$ cat config.mk
export PLATFORM = sky130hd
export DESIGN_NAME = music_note_sequencer
export DESIGN_NICKNAME = d
export VERILOG_FILES = /design/src/rtl/music_note_sequencer.sv
export SDC_FILE = /design/constraint.sdc
export NUM_CORES = 1
export LEC_CHECK = 0
export BUFFER_PORTS_ARGS = -buffer_cell sky130_fd_sc_hd__buf_2
export CORE_AREA = 2 2 110 112
export CTS_CLUSTER_SIZE = 25
export DETAILED_ROUTE_END_ITERATION = 8
export DIE_AREA = 0 0 112 114
export GPL_ROUTABILITY_DRIVEN = 0
export GPL_TIMING_DRIVEN = 0
export SYNTH_ARGS = -nofsm -noshare
export SYNTH_HDL_FRONTEND = slang
export SYNTH_SLANG_ARGS = --single-unit
export TNS_END_PERCENT = 1
$ cat constraint.sdc
create_clock -name clk -period 2.6 [get_ports clk]
set_input_delay 0.39 -clock clk [delete_from_list [all_inputs] [get_ports clk]]
set_output_delay 0.39 -clock clk [all_outputs]
set_load 0.05 [all_outputs]
$ cat src/rtl/music_note_sequencer.sv
// Two-voice song sequencer: walks a synchronous song ROM, decodes note codes to Hz, paced by a beat divider.
// Optional macro STACCATO_GAP_EN silences the outputs during the last 1/8 of each note's final beat.
`default_nettype none

module music_note_sequencer #(
  parameter int CLK_HZ   = 100000000,
  parameter int BEAT_HZ  = 8,
  parameter int ADDR_W   = 8,
  parameter int SONG_LEN = 128
) (
  input  logic              clk,
  input  logic              rst_n,
  input  logic              i_play,
  input  logic              i_pause,
  input  logic              i_stop,
  input  logic              i_loop,
  output logic [ADDR_W-1:0] o_rom_addr,
  input  logic [15:0]       i_rom_data,
  output logic [31:0]       o_Rfreq,
  output logic [31:0]       o_Lfreq,
  output logic              o_playing,
  output logic              o_beat,
  output logic              o_done
);

  localparam int DIV   = CLK_HZ / BEAT_HZ;
  localparam int DIV_W = (DIV > 1) ? $clog2(DIV) : 1;
  localparam logic [DIV_W-1:0]  DIV_LAST  = DIV_W'(DIV - 1);
  localparam logic [ADDR_W-1:0] ADDR_LAST = ADDR_W'(SONG_LEN - 1);

  localparam logic [2:0] S_IDLE  = 3'd0;
  localparam logic [2:0] S_FETCH = 3'd1;
  localparam logic [2:0] S_LOAD  = 3'd2;
  localparam logic [2:0] S_PLAY  = 3'd3;
  localparam logic [2:0] S_PAUSE = 3'd4;

  logic [2:0]        state;
  logic [ADDR_W-1:0] addr;
  logic [DIV_W-1:0]  div;
  logic [4:0]        beats_left;
  logic [31:0]       rfreq;
  logic [31:0]       lfreq;
  logic              done;
  logic              tick;

  function automatic logic [31:0] note_hz(input logic [5:0] code);
    logic [31:0] base;
    case (code[3:0])
      4'd1:    base = 32'd262;
      4'd2:    base = 32'd277;
      4'd3:    base = 32'd294;
      4'd4:    base = 32'd311;
      4'd5:    base = 32'd330;
      4'd6:    base = 32'd349;
      4'd7:    base = 32'd370;
      4'd8:    base = 32'd392;
      4'd9:    base = 32'd415;
      4'd10:   base = 32'd440;
      4'd11:   base = 32'd466;
      4'd12:   base = 32'd494;
      default: base = 32'd0;
    endcase
    case (code[5:4])
      2'd0:    note_hz = base >> 1;
      2'd1:    note_hz = base;
      2'd2:    note_hz = base << 1;
      default: note_hz = base << 2;
    endcase
  endfunction

  assign tick = (state == S_PLAY) && (div == DIV_LAST) && !i_stop;

  always_ff @(posedge clk or negedge rst_n) begin
    if (!rst_n) begin
      state      <= S_IDLE;
      addr       <= '0;
      div        <= '0;
      beats_left <= '0;
      rfreq      <= '0;
      lfreq      <= '0;
      done       <= 1'b0;
    end else begin
      done <= 1'b0;
      if (i_stop) begin
        state      <= S_IDLE;
        addr       <= '0;
        div        <= '0;
        beats_left <= '0;
        rfreq      <= '0;
        lfreq      <= '0;
      end else begin
        case (state)
          S_IDLE: begin
            div  <= '0;
            addr <= '0;
            if (i_play) state <= S_FETCH;
          end
          S_FETCH: state <= S_LOAD;
          S_LOAD: begin
            div        <= '0;
            rfreq      <= note_hz(i_rom_data[11:6]);
            lfreq      <= note_hz(i_rom_data[5:0]);
            beats_left <= {1'b0, i_rom_data[15:12]} + 5'd1;
            state      <= S_PLAY;
          end
          S_PLAY: begin
            // The pause cycle still counts as played time, so the beat length is preserved.
            div <= tick ? '0 : div + 1'b1;
            if (tick) begin
              beats_left <= beats_left - 5'd1;
              // Note end takes priority over a coincident pause.
              if (beats_left == 5'd1) begin
                if (addr != ADDR_LAST) begin
                  addr  <= addr + 1'b1;
                  state <= S_FETCH;
                end else if (i_loop) begin
                  addr  <= '0;
                  state <= S_FETCH;
                end else begin
                  done  <= 1'b1;
                  rfreq <= '0;
                  lfreq <= '0;
                  addr  <= '0;
                  state <= S_IDLE;
                end
              end else if (i_pause) begin
                state <= S_PAUSE;
              end
            end else if (i_pause) begin
              state <= S_PAUSE;
            end
          end
          S_PAUSE: if (i_play) state <= S_PLAY;
          default: state <= S_IDLE;
        endcase
      end
    end
  end

`ifdef STACCATO_GAP_EN
  localparam logic [31:0] GAP_TH = 32'((7 * DIV + 7) / 8);
  logic gap;
  assign gap = ((state == S_PLAY) || (state == S_PAUSE)) && (beats_left == 5'd1) &&
               (32'(div) >= GAP_TH);
  assign o_Rfreq = gap ? 32'd0 : rfreq;
  assign o_Lfreq = gap ? 32'd0 : lfreq;
`else
  assign o_Rfreq = rfreq;
  assign o_Lfreq = lfreq;
`endif

  assign o_rom_addr = addr;
  assign o_playing  = (state == S_FETCH) || (state == S_LOAD) || (state == S_PLAY);
  assign o_beat     = tick;
  assign o_done     = done;

endmodule

`default_nettype wire

==> results.tsv, run 1 <==
metric	value	unit
Slowest cell on crit path	or4_4	
crit start category	flip-flop	
clock skew	0.00815	ns
Primary FF master, synth	dfrtp_1	
RSZ-0062 raised after global routing	true	
H-tree lvl count	3	
WL per Instance	15.0	um
Pins Over Slew Limit	0	
root buffer cell	clkbuf_16	
post-route DRC violation count	0	
Max Fanout on Critical Path	10	
# IOs	97	
CP Capture Type	flip-flop	
vias	4240	
largest net degree at the start of global routing	64	
Port Buffer Count	49	
hold slack	0.150	ns
Worst VDD drop	339	uV
Final Critical Period	2.53	ns
Iter 0 DRT Violations	200	
synthesized area per cell	9.00	um^2
Async S/R FF share, synth	100	%
main combinational cell family by area after synthesis	simple AND/OR/NAND/NOR gates	
HP Class	primary input to async pin	
Setup-failing EPs final	0	
Adder-Cell Fraction of Synth Area	5.43	%
Synth Cell Area	4840	um^2
Synth-to-Final Area Change	21.0	%
Total Nets Final	689	
Synth cell types	70	
outcome	completed	
setup TNS	0	ns
DRT Pass-1 Iters	4	
dpl cell area	5430	um^2
Slew @ Worst Pin	0.836	ns
CP Cell Sequence	or4_4 > nor4_4 > buf_4 > buf_4 > nand3_2 > a21o_1 > buf_6 > a221o_1	
GRT overflow	0	
CP top delay family	simple AND/OR/NAND/NOR gates	
Vias/cell	5.31	
diodes inserted	0	
r2r setup slk	0.07	ns
post-synth top area share	32.6	%
WL final	12000	um
register clock-pin slew on the reported worst setup and hold paths	0.06	ns
Pleak	2.71	nW
Worst-Skew Late Latency	0.33	ns
P per Cell Area	549	nW/um^2
Crit path buffers/inverters	3	
full die area	12800	um^2
initial antenna violation count	0	
critical path class	flip-flop to flip-flop	
Synth Register Bits	63	
maximum buffer depth of the clock tree	2	
sequential area share after synthesis	32.6	%
Yosys Warn Count	0	
post-route ant nets	0	
FF+latch area	1580	um^2
top post-synthesis cells by area	dfrtp_1 (33%), buf_4 (6.8%), ha_1 (5.4%)	
Crit path required time	2.81	ns
core area	11700	um^2
layout cell share with drive strength beyond 1	23.8	%
Fillers	1145	
Die Span Y	114	um
EDFF count, synth	0	
MaxCap Viol Count	0	
total CTS buffers	9	
WP data arrival	2.74	ns
Tcrit/Tclk final	97.3	%
FF-to-FF End	o_Rfreq[1]	
detailed placement HPWL	8850	um
r2r startpoint	div[16]	
Die Wd	112	um
fmax	395	MHz
Worst path most repeated cell	buf_4	
mux share of post-synthesis cell area	6.98	%
Max stage delay on crit path	0.55	ns
Synth Instances	538	
final hold vios	0	
Starting Density	41.3	%
area of the multi-input gates	2910	um^2
CTS tree	done	
first-pass GRT wire length	19700	um
Simple-Gate Fraction of Synth Area	23.4	%
Final Cell Area	5860	um^2
clock sink count	63	
Rows	40	
Rel. slew slack	43.9	%
area leader, netlist	dfrtp_1	
cell depth of the worst flop-to-flop path	8	
WP depth	8	
vias in the first global route	4066	
Crit. Startpoint	div[16]	
Critical Path Sink	o_Rfreq[1]	
All-Layer GR Usage	18.7	%
Synth Area in Compound Gates	16.4	%
total power	3.22	mW
Post-Synth XOR/XNOR Area	4.16	%
-- repair_timing --
| item | in CTS | in global routing |
|---|---|---|
| hold buffers | 0 | 0 |
| resized for setup | 2 | 7 |
| pin swaps | 2 | 4 |
| buffers inserted | 2 | 5 |
| endpoints found under the setup margin | 23 | 28 |
-- stage by stage --
step                      cells  util [%]  worst slack [ns]
after floorplan             579         -            0.0900
after global placement      775      46.3            -0.212
after detailed placement    775      46.3            -0.232
after CTS                   793      49.5           0.00385
after global routing        798      50.0           -0.0162
final                       798      50.0            0.0693
-- state kept, by name, summed over array words and instances (netlist names) --
name,flops
div,24
o_Lfreq,11
o_Rfreq,11
o_rom_addr,8
beats_left,5
state,3
o_done,1
-- cells by family (layout without fill, tap and decap cells) --
group                      after synthesis  after routing
and+or+nand+nor                        200            200
adders and majority gates               21             21
DFF                                     63             63
other                                    1             42
buffers and inverters                   93            165
xor gates and xnor gates                23             23
muxes                                   26             26
AOI/OAI and AO/OA                      111            111
-- power breakdown --
part	switching [mW]	internal, mW	leakage [nW]
logic	0.534	0.242	1.68
clock network	0.445	0.939	0.166
registers	0.0348	1.02	0.863
total	1.01	2.20	2.71
-- metal layers --
metal	global-route usage [%]	up-vias	share of wire [%]
li1	-	2107	-
met1	24.9	2003	45
met2	31.9	115	49
met3	2.66	15	5.1
met4	5.45	0	1.3
met5	0	-	0
-- cell usage in the layout (no fill, tap or decap), drive strengths merged, types with 9 or more instances in the layout --
cell    instances
nor4           14
inv            24
a21oi          15
nor3           18
nand2b         13
mux2           12
ha             21
nand2          26
dfrtp          63
nand4          10
nor2           41
mux2i           9
nor2b          13
xnor2          23
nand3          20
o21ai          21
buf           104
clkbuf         31
conb           42
-- area by class of cell --
cell class              instances  area share (%)
multi-input cells             423            49.7
plain buffers                  70            7.56
flip-flops and latches         63            27.0
inverters                      23            1.47
well taps                     147            3.14
repair buffers                 56            5.23
clock buffers                   9            3.84
clock inverters                 7            2.05
-- cells in the mapped netlist, types with 4 or more instances --
cell / count
nand2_1: 26
and2_1: 4
inv_1: 23
nor4b_1: 5
a211oi_1: 6
nor2_1: 41
mux4_2: 5
o31ai_1: 4
a22o_1: 7
nand3b_1: 7
nor4_1: 13
and3_1: 6
o211ai_1: 7
o21a_1: 5
nand3_1: 19
nand2b_1: 13
and4_1: 4
a31oi_1: 5
nor3_1: 18
dfrtp_1: 63
mux2_2: 12
a21oi_1: 14
o21ai_0: 20
a21o_1: 7
nor2b_1: 13
clkbuf_1: 22
xnor2_1: 23
a221o_1: 4
ha_1: 21
mux2i_1: 9
nand4_1: 9
buf_4: 44
-- worst min path at each step --
| stage | start | endpoint | slack, ns |
|---|---|---|---|
| floorplan | rst_n | beats_left[0] | 0.09 |
| global placement | o_Lfreq[3] | o_Lfreq[3] | 0.46 |
| detailed placement | o_Lfreq[3] | o_Lfreq[3] | 0.47 |
| CTS | rst_n | o_rom_addr[1] | 0.19 |
| global route | rst_n | o_rom_addr[1] | 0.22 |
| finish | rst_n | o_rom_addr[1] | 0.15 |
Power figures use the tool's default switching activity.
==> run 2: changes to the inputs <==
Settings changed: CORE_AREA 2 2 110 112 to 2 2 96 98, DIE_AREA 0 0 112 114 to 0 0 98 100, PLACE_DENSITY set to 0.8.
==> results.tsv, run 2 (synthesis gave the netlist of run 1 again) <==
metric	value	unit
Slew @ Worst Pin	0.783	ns
RSZ-0062 raised after global routing	true	
Rows	35	
Rel. slew slack	47.8	%
final hold vios	0	
Max Fanout on Critical Path	4	
Total Nets Final	686	
Port Buffer Count	49	
r2r setup slk	0.11	ns
clock skew	0.00856	ns
post-route DRC violation count	0	
DRT Pass-1 Iters	4	
fmax	389	MHz
max FFs per register	24	
Pleak	2.63	nW
maximum buffer depth of the clock tree	2	
Hold-fix buffers, CTS	0	
Die Wd	98	um
vias in the first global route	4044	
GRT overflow	0	
clock sink count	63	
largest reg by FF count	div	
Crit path required time	2.21	ns
# IOs	97	
Starting Density	54.4	%
hold slack	0.138	ns
WP data arrival	2.18	ns
Final Critical Period	2.57	ns
core area	8890	um^2
WL final	11100	um
full die area	9800	um^2
layout cell share with drive strength beyond 1	23.1	%
MaxCap Viol Count	0	
Iter 0 DRT Violations	162	
Synth-to-Final Area Change	16.9	%
P per Cell Area	488	nW/um^2
crit start category	flip-flop	
outcome	completed	
commonest non-fill, non-tap cell in the layout	dfrtp_1	
register clock-pin slew on the reported worst setup and hold paths	0.07	ns
HP Class	primary input to async pin	
Slowest cell on crit path	or4_4	
root buffer cell	clkbuf_8	
Vias/cell	5.70	
cell depth of the worst flop-to-flop path	7	
Worst VDD drop	266	uV
vias	4329	
WL per Instance	14.6	um
Setup-failing EPs final	0	
diodes inserted	0	
initial antenna violation count	0	
All-Layer GR Usage	22.5	%
Worst-Skew Late Latency	0.34	ns
detailed placement HPWL	8110	um
CP Capture Type	output pin	
critical path class	flip-flop to output pin	
FF-to-FF End	o_Rfreq[3]	
first-pass GRT wire length	18300	um
CTS tree	done	
Die Span Y	100	um
largest net degree at the start of global routing	64	
commonest cells after routing, fill and taps aside	dfrtp_1 (61), buf_4 (49), buf_2 (47), conb_1 (42), nor2_1 (40)	
Max stage delay on crit path	0.56	ns
r2r startpoint	div[6]	
total CTS buffers	9	
Tcrit/Tclk final	99.0	%
Pins Over Slew Limit	0	
post-route ant nets	0	
total power	2.76	mW
H-tree lvl count	3	
CP Cell Sequence	or4_4 > nor4_4 > nand4_1 > nor2_2 > buf_6	
run 2: cell types whose count changed in the layout (fill, tap and decap cells not counted), sizes merged:
cell,before,now
buf,104,101
bufinv,3,2
inv,24,23
clkinv,2,3
clkinvlp,1,2
run 2: area by class of cell:
cell class / count / area, um^2
clock buffers: 9 / 124
clock inverters: 7 / 97.6
flip-flops and latches: 63 / 1580
fillers: 755 / 3230
multi-input cells: 423 / 2900
inverters: 23 / 86.3
well taps: 111 / 139
repair buffers: 53 / 284
plain buffers: 70 / 443
run 2: per-stage QoR:
stage / std cells / util [%] / setup WS (ns) / setup TNS (ns) / cell area (um^2)
floorplan: 579 / - / 0.0900 / 0 / 5000
global placement: 739 / 60.5 / -0.175 / -1.08 / 5380
detailed placement: 739 / 60.5 / -0.184 / -1.13 / 5380
CTS: 757 / 63.2 / 0.00698 / 0 / 5620
global route: 759 / 63.6 / -0.0647 / -0.0647 / 5660
finish: 759 / 63.6 / 0.0268 / 0 / 5660
run 2: power by group:
group	internal, mW	switching (mW)	leakage (nW)
clock network	0.540	0.395	0.105
logic	0.242	0.529	1.66
registers	1.02	0.0342	0.865
run 2: layer usage:
layer	vias to the layer above	routed length [um]	GRT usage, %
met5	-	0	0
met4	0	138	8.12
met3	15	607	2.72
met2	147	5470	38.7
met1	2071	4840	29.4
li1	2096	-	-
run 2: critical path, delay by kind of cell, from the launching register on:
family	cells	cell delay (ns)
buffers and inverters	1	0.17
flip-flops	1	0.41
AND/OR/NAND/NOR	4	1.26
run 2: worst max path at each step:
stage           start  cells after the start  slack (ns)     end
6_report       div[6]                      5        0.03  o_beat
5_1_grt        div[6]                      5       -0.06  o_beat
4_1_cts        div[7]                      5       0.007  o_beat
3_5_place_dp   div[6]                      5       -0.18  o_beat
3_3_place_gp   div[6]                      5       -0.17  o_beat
2_1_floorplan  div[6]                      4        0.09  o_beat
run 2: what timing repair did:
action                                 4_1_cts  5_1_grt
buffers inserted                             2        2
gates resized for setup                      1        5
pin swaps                                    2        3
endpoints found under the hold margin        0        0
setup endpoints to repair                   22        7
